$ cat src/rtl/asi_r.sv
// AXI slave read interface: queues AR requests, walks each burst against a
// fixed-latency local RAM and returns R beats in request order.
module asi_r #(
   parameter int AXI_DW = 128,
   parameter int AXI_AW = 32,
   parameter int AXI_IW = 8,
   parameter int AXI_LW = 8,
   parameter int AXI_SW = 3,
   parameter int ASI_AD = 4,
   parameter int ASI_RD = 16,
   parameter int RAM_WS = 2
) (
   input  logic              ACLK,
   input  logic              ARESET,
   input  logic [AXI_IW-1:0] ARID,
   input  logic [AXI_AW-1:0] ARADDR,
   input  logic [AXI_LW-1:0] ARLEN,
   input  logic [AXI_SW-1:0] ARSIZE,
   input  logic [1:0]        ARBURST,
   input  logic              ARVALID,
   output logic              ARREADY,
   output logic [AXI_IW-1:0] RID,
   output logic [AXI_DW-1:0] RDATA,
   output logic [1:0]        RRESP,
   output logic              RLAST,
   output logic              RVALID,
   input  logic              RREADY,
   output logic              mem_re,
   output logic [AXI_AW-1:0] mem_raddr,
   input  logic [AXI_DW-1:0] mem_rdata
);

   localparam int BPB_LG = $clog2(AXI_DW / 8);
   localparam int AF_AW  = $clog2(ASI_AD);
   localparam int RF_AW  = $clog2(ASI_RD);
   localparam int AF_W   = AXI_IW + AXI_AW + AXI_LW + AXI_SW + 2;
   localparam int RF_W   = AXI_IW + AXI_DW + 3;
   localparam int INF_W  = AXI_IW + 3;
   localparam logic [AF_AW:0]    AF_FULL  = (AF_AW + 1)'(ASI_AD);
   localparam logic [RF_AW+1:0]  RF_LIM   = (RF_AW + 2)'(ASI_RD);
   localparam logic [AXI_SW-1:0] SIZE_MAX = AXI_SW'(BPB_LG);

   typedef enum logic [0:0] {IDLE, BURST} state_t;

   // Next beat address for FIXED / INCR / WRAP; reserved burst walks as INCR.
   function automatic logic [AXI_AW-1:0] next_addr(
      input logic [AXI_AW-1:0] addr,
      input logic [AXI_LW-1:0] len,
      input logic [AXI_SW-1:0] size,
      input logic [1:0]        burst
   );
      logic [AXI_AW-1:0] bytes;
      logic [AXI_AW-1:0] mask;
      bytes = {{(AXI_AW - 1){1'b0}}, 1'b1} << size;
      mask  = (({{(AXI_AW - AXI_LW){1'b0}}, len} + 1'b1) << size) - 1'b1;
      case (burst)
         2'b00:   next_addr = addr;
         2'b10:   next_addr = (addr & ~mask) | ((addr + bytes) & mask);
         default: next_addr = (addr & ~(bytes - 1'b1)) + bytes;
      endcase
   endfunction

   // A burst is answered with SLVERR on every beat when it cannot be honoured.
   function automatic logic burst_err(
      input logic [AXI_LW-1:0] len,
      input logic [AXI_SW-1:0] size,
      input logic [1:0]        burst
   );
      logic wrap_ok;
      wrap_ok = (len == AXI_LW'(1)) || (len == AXI_LW'(3)) ||
                (len == AXI_LW'(7)) || (len == AXI_LW'(15));
      burst_err = (burst == 2'b11) || (size > SIZE_MAX) ||
                  ((burst == 2'b10) && !wrap_ok);
   endfunction

   // AR FIFO
   logic [AF_W-1:0]   af_mem [ASI_AD];
   logic [AF_AW-1:0]  af_wp, af_rp;
   logic [AF_AW:0]    af_cnt;
   logic              af_push, af_pop, af_empty;
   logic [AXI_IW-1:0] h_id;
   logic [AXI_AW-1:0] h_addr;
   logic [AXI_LW-1:0] h_len;
   logic [AXI_SW-1:0] h_size;
   logic [1:0]        h_burst;

   assign af_empty = (af_cnt == '0);
   assign ARREADY  = !ARESET && (af_cnt != AF_FULL);
   assign af_push  = ARVALID && ARREADY;
   assign {h_id, h_addr, h_len, h_size, h_burst} = af_mem[af_rp];

   // AR FIFO storage write
   always_ff @(posedge ACLK) begin
      if (af_push) af_mem[af_wp] <= {ARID, ARADDR, ARLEN, ARSIZE, ARBURST};
   end

   // AR FIFO pointers and occupancy
   always_ff @(posedge ACLK or posedge ARESET) begin
      if (ARESET) begin
         af_wp  <= '0;
         af_rp  <= '0;
         af_cnt <= '0;
      end else begin
         if (af_push) af_wp <= af_wp + 1'b1;
         if (af_pop)  af_rp <= af_rp + 1'b1;
         case ({af_push, af_pop})
            2'b10:   af_cnt <= af_cnt + 1'b1;
            2'b01:   af_cnt <= af_cnt - 1'b1;
            default: af_cnt <= af_cnt;
         endcase
      end
   end

   // Burst walker
   state_t            state, state_nxt;
   logic [AXI_IW-1:0] b_id;
   logic [AXI_AW-1:0] b_addr;
   logic [AXI_LW-1:0] b_len, b_cnt;
   logic [AXI_SW-1:0] b_size;
   logic [1:0]        b_burst;
   logic              b_err;
   logic              load, issue, credit, b_last;
   logic [RF_AW:0]    rff_cnt;
   logic [RF_AW:0]    inflight;
   logic [RAM_WS-1:0] vld_p;

   assign inflight = (RF_AW + 1)'($countones(vld_p));
   assign credit   = ({1'b0, rff_cnt} + {1'b0, inflight}) < RF_LIM;
   assign b_last   = (b_cnt == b_len);

   // FSM state register
   always_ff @(posedge ACLK or posedge ARESET) begin
      if (ARESET) state <= IDLE;
      else        state <= state_nxt;
   end

   // FSM next state: load a burst when idle, issue one RAM read per credited cycle,
   // and chain straight into the next queued burst on the last beat
   always_comb begin
      state_nxt = state;
      af_pop    = 1'b0;
      load      = 1'b0;
      issue     = 1'b0;
      case (state)
         IDLE: begin
            if (!af_empty) begin
               af_pop    = 1'b1;
               load      = 1'b1;
               state_nxt = BURST;
            end
         end
         BURST: begin
            if (credit) begin
               issue = 1'b1;
               if (b_last) begin
                  if (!af_empty) begin
                     af_pop = 1'b1;
                     load   = 1'b1;
                  end else begin
                     state_nxt = IDLE;
                  end
               end
            end
         end
         default: state_nxt = IDLE;
      endcase
   end

   // Burst registers: load from the AR FIFO head, advance on every issued beat
   always_ff @(posedge ACLK) begin
      if (load) begin
         b_id    <= h_id;
         b_addr  <= h_addr;
         b_len   <= h_len;
         b_size  <= h_size;
         b_burst <= h_burst;
         b_err   <= burst_err(h_len, h_size, h_burst);
         b_cnt   <= '0;
      end else if (issue) begin
         b_addr  <= next_addr(b_addr, b_len, b_size, b_burst);
         b_cnt   <= b_cnt + 1'b1;
      end
   end

   assign mem_re    = issue;
   assign mem_raddr = b_addr >> BPB_LG;

   // ---- stage p0..p(RAM_WS-1): beat attributes travel alongside the RAM read ----
   logic [INF_W-1:0] inf_p [RAM_WS];
   logic [INF_W-1:0] inf_out;

   assign inf_out = inf_p[RAM_WS-1];

   // Return pipeline valid bits
   always_ff @(posedge ACLK or posedge ARESET) begin
      if (ARESET) vld_p <= '0;
      else        vld_p <= (vld_p << 1) | RAM_WS'(issue);
   end

   // Return pipeline beat attributes {id, resp, last}
   always_ff @(posedge ACLK) begin
      inf_p[0] <= {b_id, (b_err ? 2'b10 : 2'b00), b_last};
      for (int i = 1; i < RAM_WS; i++) inf_p[i] <= inf_p[i-1];
   end

   // ---- R FIFO: written when the RAM data and its attributes line up ----
   logic [RF_W-1:0]  rf_mem [ASI_RD];
   logic [RF_AW-1:0] rf_wp, rf_rp;
   logic             rf_push, rf_pop, rf_hlast;

   assign rf_push = vld_p[RAM_WS-1];
   assign RVALID  = (rff_cnt != '0);
   assign rf_pop  = RVALID && RREADY;
   assign {RID, RDATA, RRESP, rf_hlast} = rf_mem[rf_rp];
   assign RLAST   = RVALID && rf_hlast;

   // R FIFO storage write
   always_ff @(posedge ACLK) begin
      if (rf_push) rf_mem[rf_wp] <= {inf_out[INF_W-1:3], mem_rdata, inf_out[2:0]};
   end

   // R FIFO pointers and occupancy
   always_ff @(posedge ACLK or posedge ARESET) begin
      if (ARESET) begin
         rf_wp   <= '0;
         rf_rp   <= '0;
         rff_cnt <= '0;
      end else begin
         if (rf_push) rf_wp <= rf_wp + 1'b1;
         if (rf_pop)  rf_rp <= rf_rp + 1'b1;
         case ({rf_push, rf_pop})
            2'b10:   rff_cnt <= rff_cnt + 1'b1;
            2'b01:   rff_cnt <= rff_cnt - 1'b1;
            default: rff_cnt <= rff_cnt;
         endcase
      end
   end

endmodule

$ cat config.mk
export PLATFORM = sky130hd
export DESIGN_NAME = asi_r
export DESIGN_NICKNAME = d
export VERILOG_FILES = /design/src/rtl/asi_r.sv
export SDC_FILE = /design/constraint.sdc
export NUM_CORES = 2
export LEC_CHECK = 0
export CORE_AREA = 5 5 445 447
export DETAILED_ROUTE_END_ITERATION = 10
export DIE_AREA = 0 0 450 452
export MAX_ROUTING_LAYER = met4
export PLACE_DENSITY = 0.71
export SYNTH_ARGS = -nofsm -noshare
export SYNTH_HDL_FRONTEND = slang
export SYNTH_SLANG_ARGS = --single-unit
$ cat constraint.sdc
create_clock -name ACLK -period 4.25 [get_ports ACLK]
set_input_delay 0.425 -clock ACLK [delete_from_list [all_inputs] [get_ports ACLK]]
set_output_delay 0.425 -clock ACLK [all_outputs]
set_load 0.02 [all_outputs]
Word-level counts from Yosys, hierarchy flattened

Memories as Yosys holds them, arrays and structs flattened.
Cells that the tools add are included.

Flip-flop bits (word level): 85
Bits in writable memories: 2458
Bits of input ports: 185
Output and inout bits: 174
Memories: 3

Memory list:

| name   | words | bits a word | rd ports | clocked after Yosys merged registers in | wr ports | RTL line | RTL |
|---|---|---|---|---|---|---|---|
| rf_mem | 16    | 139         | 1        | 0                                       | 1        | 207      | `logic [RF_W-1:0] rf_mem [ASI_RD];` |
| af_mem | 4     | 53          | 1        | 0                                       | 1        | 77       | `logic [AF_W-1:0] af_mem [ASI_AD];` |
| inf_p  | 2     | 11          | 2        | 0                                       | 2        | 189      | `logic [INF_W-1:0] inf_p [RAM_WS];` |

$add $sub $neg: 16
Order comparisons: 2
Equal/unequal tests: 14
Shift-type cells: 2
Multiplexer cells: 19
Bitwise logic cells: 8
Reductions and logical operators: 19

Operators with widths:

| kind                                                 | number |
|---|---|
| bitwise AND 32 bit                                   | 3 |
| adder 32 bit                                         | 2 |
| 2-to-1 mux 32 bit                                    | 2 |
| NOT 32 bit                                           | 2 |
| one-hot mux 32 bit (2 select lines)                  | 1 |
| subtractor 32 x 1 -> 32 bit (second input constant)  | 2 |
| bitwise OR 32 bit                                    | 1 |
| left shift 1 x 3 -> 32 bit (first input constant)    | 1 |
| left shift 9 x 3 -> 32 bit                           | 1 |
| 2-to-1 mux 1 bit                                     | 11 |
| equality test 2 bit (second input constant)          | 5 |
| one-hot mux 5 bit (2 select lines)                   | 1 |
| adder 8 x 1 -> 9 bit (second input constant)         | 1 |
| adder 4 x 1 -> 4 bit (second input constant)         | 2 |
| adder 8 x 1 -> 8 bit (second input constant)         | 1 |
| equality test 8 x 1 -> 1 bit (second input constant) | 1 |
| equality test 8 x 2 -> 1 bit (second input constant) | 1 |
| equality test 8 x 3 -> 1 bit (second input constant) | 1 |
| equality test 8 x 4 -> 1 bit (second input constant) | 1 |
| equality test 8 bit                                  | 1 |
| adder 5 x 2 -> 6 bit                                 | 1 |
| < comparator 6 x 5 -> 1 bit (second input constant)  | 1 |
| one-hot mux 3 bit (2 select lines)                   | 1 |
| nonzero test 2 bit                                   | 3 |
| 21 further kinds                                     | 33 |

Longest topological paths before layout

Depth after elaboration: 9
Mapped depth: 18
Mapped depth without buffers: 16

Worst setup path after synthesis

OpenSTA, ideal clock, no wires.

Kind: reg2reg
From: register vld_p[1]
To: memory rf_mem[10][0] (netlist bit) (enable)
Arrival time: 4.150 ns
Required time: 3.737 ns
Slack: -0.413 ns
Cell stages (with the launch flop): 5
Path buffers: 1
Period minus slack after synthesis: 4.663 ns
Path through: dfrtp_1 > clkbuf_1 > inv_1 > nor3b_1 > and2_1

Longest elaborated chain between the ends: 2

RTL lines:

| element                                | RTL line | RTL |
|---|---|---|
| from (decl)                            | 125      | `logic [RAM_WS-1:0] vld_p;` |
| from (signal assigned)                 | 197      | `else vld_p <= (vld_p << 1) \| RAM_WS'(issue);` |
| 2-to-1 mux 1 bit                       | 219      | `if (rf_push) rf_mem[rf_wp] <= {inf_out[INF_W-1:3], mem_rdata, inf_out[2:0]};` |
| 2-to-1 mux 1 bit (implied by the code) | 219      |  |
| to (decl)                              | 207      |  |

Every way passes these cells.

Worst setup path in the final report

From: register rf_rp[0]
To: output RDATA[100]

Longest elaborated chain between the ends: 1

RTL lines:

| element                    | RTL line | RTL |
|---|---|---|
| from (decl)                | 208      | `logic [RF_AW-1:0] rf_wp, rf_rp;` |
| from (signal assigned)     | 230      | `if (rf_pop) rf_rp <= rf_rp + 1'b1;` |
| memory read (16 x 139 bit) | -        |  |
| to (decl)                  | 23       | `output logic [AXI_DW-1:0] RDATA,` |

Every way passes these cells.

==> impl_metrics.csv <==
group,metric,value,unit
floorplan,initial_core_util,0.505,
routing,firstDrtPassIters,7,
critical_path,path_max_fanout,19,
place,placedCellCount,7089,
layout,design_area,114000,um^2
routing,dr_total_vias,46600,
grt,grt_pass1_vias,47900,
synthesis,ys_warn_count,0,
routing,wirelength,226000,um
routing,routedWlPerCell,29.7,um
critical_path,worstSetupStartpointType,"register",
layout,layout_commonest_cell,"edfxtp_1",
layout,final_cell_mix,"edfxtp_1, mux4_2, clkdlybuf4s50_1",
critical_path,end_kind,"primary output",
routing,vias_per_cell,6.14,
routing,postRouteAntennaNets,0,
run,maxCapViolations,0,
worst_hold_path,hold_class,"in -> reg",
sta,setup_violations,0,
sta,rsz0062_at_grt,"no",
layout,drive_above_1_share,0.265,
floorplan,dieWidth,450,um
place,numPortBuffers,353,
floorplan,core_area,194000,um^2
floorplan,ios,359,
clocking,clk_path_buf_depth,3,
grt,antenna_found_initial,32,
synthesis,netlist_area,97900,um^2
floorplan,die_area,203000,um^2
clocking,root_buffer,"clkbuf_16",
grt,grt_overflow_total,0,
sta,slew_headroom,0.244,
status,status,"complete, no violations",
critical_path,required,3830,ps
clocking,cts_buffers,240,
layout,fin_cells,7591,
sta,fin_skew,38.3,ps
floorplan,num_rows,162,
synthesis,synth_top_area_share,0.759,
sta,setup_slack,125,ps
clocking,cts_tree,"yes",
power,power.density,685,nW/um^2
sta,post-route-min-period,4130,ps
clocking,ctsHoldBuffers,0,
place,place_congestion,0.857,
sta,worst_pin_slew,1130,ps
clocking,clk_pin_slew,60,ps
grt,grt_pass1_wl,330000,um
synthesis,synth_seq_area_share,0.771,
synthesis,synth_edf_count,2474,
synthesis,syn_avg_cell_area,22.9,um^2
sta,hold_viol,0,
sta,finalMaxSlewViolations,0,
clocking,cts_sinks,2525,
place,post-place-ws,377,ps
critical_path,path_class,"reg -> out",
grt,grt.total_usage,0.227,
floorplan,fp.dieH,452,um
place,placed_area,106000,um^2
sta,fmax,242,MHz
sta,min_period_over_period,0.971,
synthesis,ys_types,85,
synthesis,async_flop_share,0.00911,
critical_path,critical_path_arrival,3700,ps
synthesis,ys_top_cells_by_area,"edfxtp_1, mux4_2, dfrtp_1",
layout,area.growth.synth_to_final,17.0,%
power,vdd_drop_max,0.000448,V
synthesis,synth_ff_type,"edfxtp_1",
synthesis,yosys.area.top_type,"edfxtp_1",
synthesis,ys_ff_latch,2525,
clocking,insertion_delay,870,ps
place,hpwl,126000,um
power,leakage,36.3,nW
routing,drt-initial-drc-count,4911,
layout,nNetsFinal,5032,
synthesis,synthCells,4268,
grt,grt_max_degree,64,
clocking,htree_levels,4,
routing,drc_errors,0,
per-stage QoR:
stage                     hold slack, ps  TNS [ps]   util  power [mW]
after floorplan                      310         0      -        47.1
after global placement               312         0  0.546        56.7
after detailed placement             313         0  0.546        57.0
after CTS                           94.1      -165  0.589        79.0
after global routing                 128         0  0.591        81.5
final                                187         0  0.591        78.5
sequential cells by signal (all words and copies together) (netlist names), 2 cells and up, named ones only:
register,count
b_len,8
b_burst,2
b_size,3
b_id,8
rff_cnt,5
af_rp,2
rf_wp,4
rf_rp,4
af_wp,2
b_cnt,8
af_mem,212
rf_mem,2208
af_cnt,3
vld_p,2
inf_p,20
cell families (layout without fill, tap and decap cells):
family | Yosys count | after routing | synth area share
adder cells (fa/ha/maj) | 36 | 36 | 0.00483
AO/OA/AOI/OAI | 218 | 218 | 0.0151
other | 1 | 30 | 0.0000383
XOR/XNOR | 96 | 96 | 0.00859
AND/OR/NAND/NOR | 361 | 361 | 0.0188
buffers and inverters | 279 | 1031 | 0.0123
multiplexers | 752 | 752 | 0.170
flip-flops | 2525 | 2525 | 0.771
cells in the mapped netlist, types with 27 or more instances:
master and number:
a21oi_1 73, buf_1 63, buf_4 37, clkbuf_1 137, dfxtp_1 28, edfxtp_1 2474
ha_1 33, inv_1 31, mux4_2 726, nand2_1 89, nor2_1 95, nor2b_1 27
xnor2_1 51, xor2_1 45
critical path, stage by stage, from the launching register on:
cell and delay [ps]:
dfrtp_4 550, buf_4 180, buf_4 370, mux4_2 560, mux4_2 470, clkdlybuf4s50_1 690
metal layers:
metal	share of wire	up-vias	global-route usage
met5	0	-	-
met1	0.40	25100	0.306
met4	0.023	0	0.0640
met3	0.070	310	0.0378
met2	0.51	2015	0.363
li1	-	19200	-
power breakdown:
part	internal [mW]	leakage [nW]	switching (mW)
Sequential	30.5	22.9	1.20
Clock	12.5	3.92	9.31
Combinational	12.0	9.54	12.9
Total	55.0	36.3	23.4
final cells by class:
cell class | instances | area [um^2]
well taps | 2542 | 3180
fillers | 13300 | 79300
inverters | 34 | 128
clock inverters | 172 | 1930
flip-flops and latches | 2525 | 75400
multi-input cells | 1468 | 21300
diodes | 25 | 62.6
repair buffers | 542 | 6200
clock buffers | 283 | 6200
final timing paths:
path,slack [ps],cells after the start,from,endpoint
setup / recovery,120,5,rf_rp[0]$_DFFE_PP0P_,RDATA[100]
hold / removal,190,1,ARID[3],af_mem[0][48]$_DFFE_PP_
setup reg to reg,310,12,b_len[0]$_DFFE_PP_,register
hold reg to reg,320,0,inf_p[0][0]$_DFF_P_,inf_p[0][11]$_DFF_P_
max in group asynchronous,3100,2,ARESET,rf_rp[3]$_DFFE_PP0P_
min in group asynchronous,310,2,ARESET,af_cnt[2]$_DFFE_PP0P_
repair_timing:
item / in CTS / in global routing
setup endpoints to repair: 125 / 30
gates resized for setup: 21 / 18
buffers inserted: 13 / 2
cloned: 1 / 6
No activity file was read; power rests on OpenSTA's default activity.
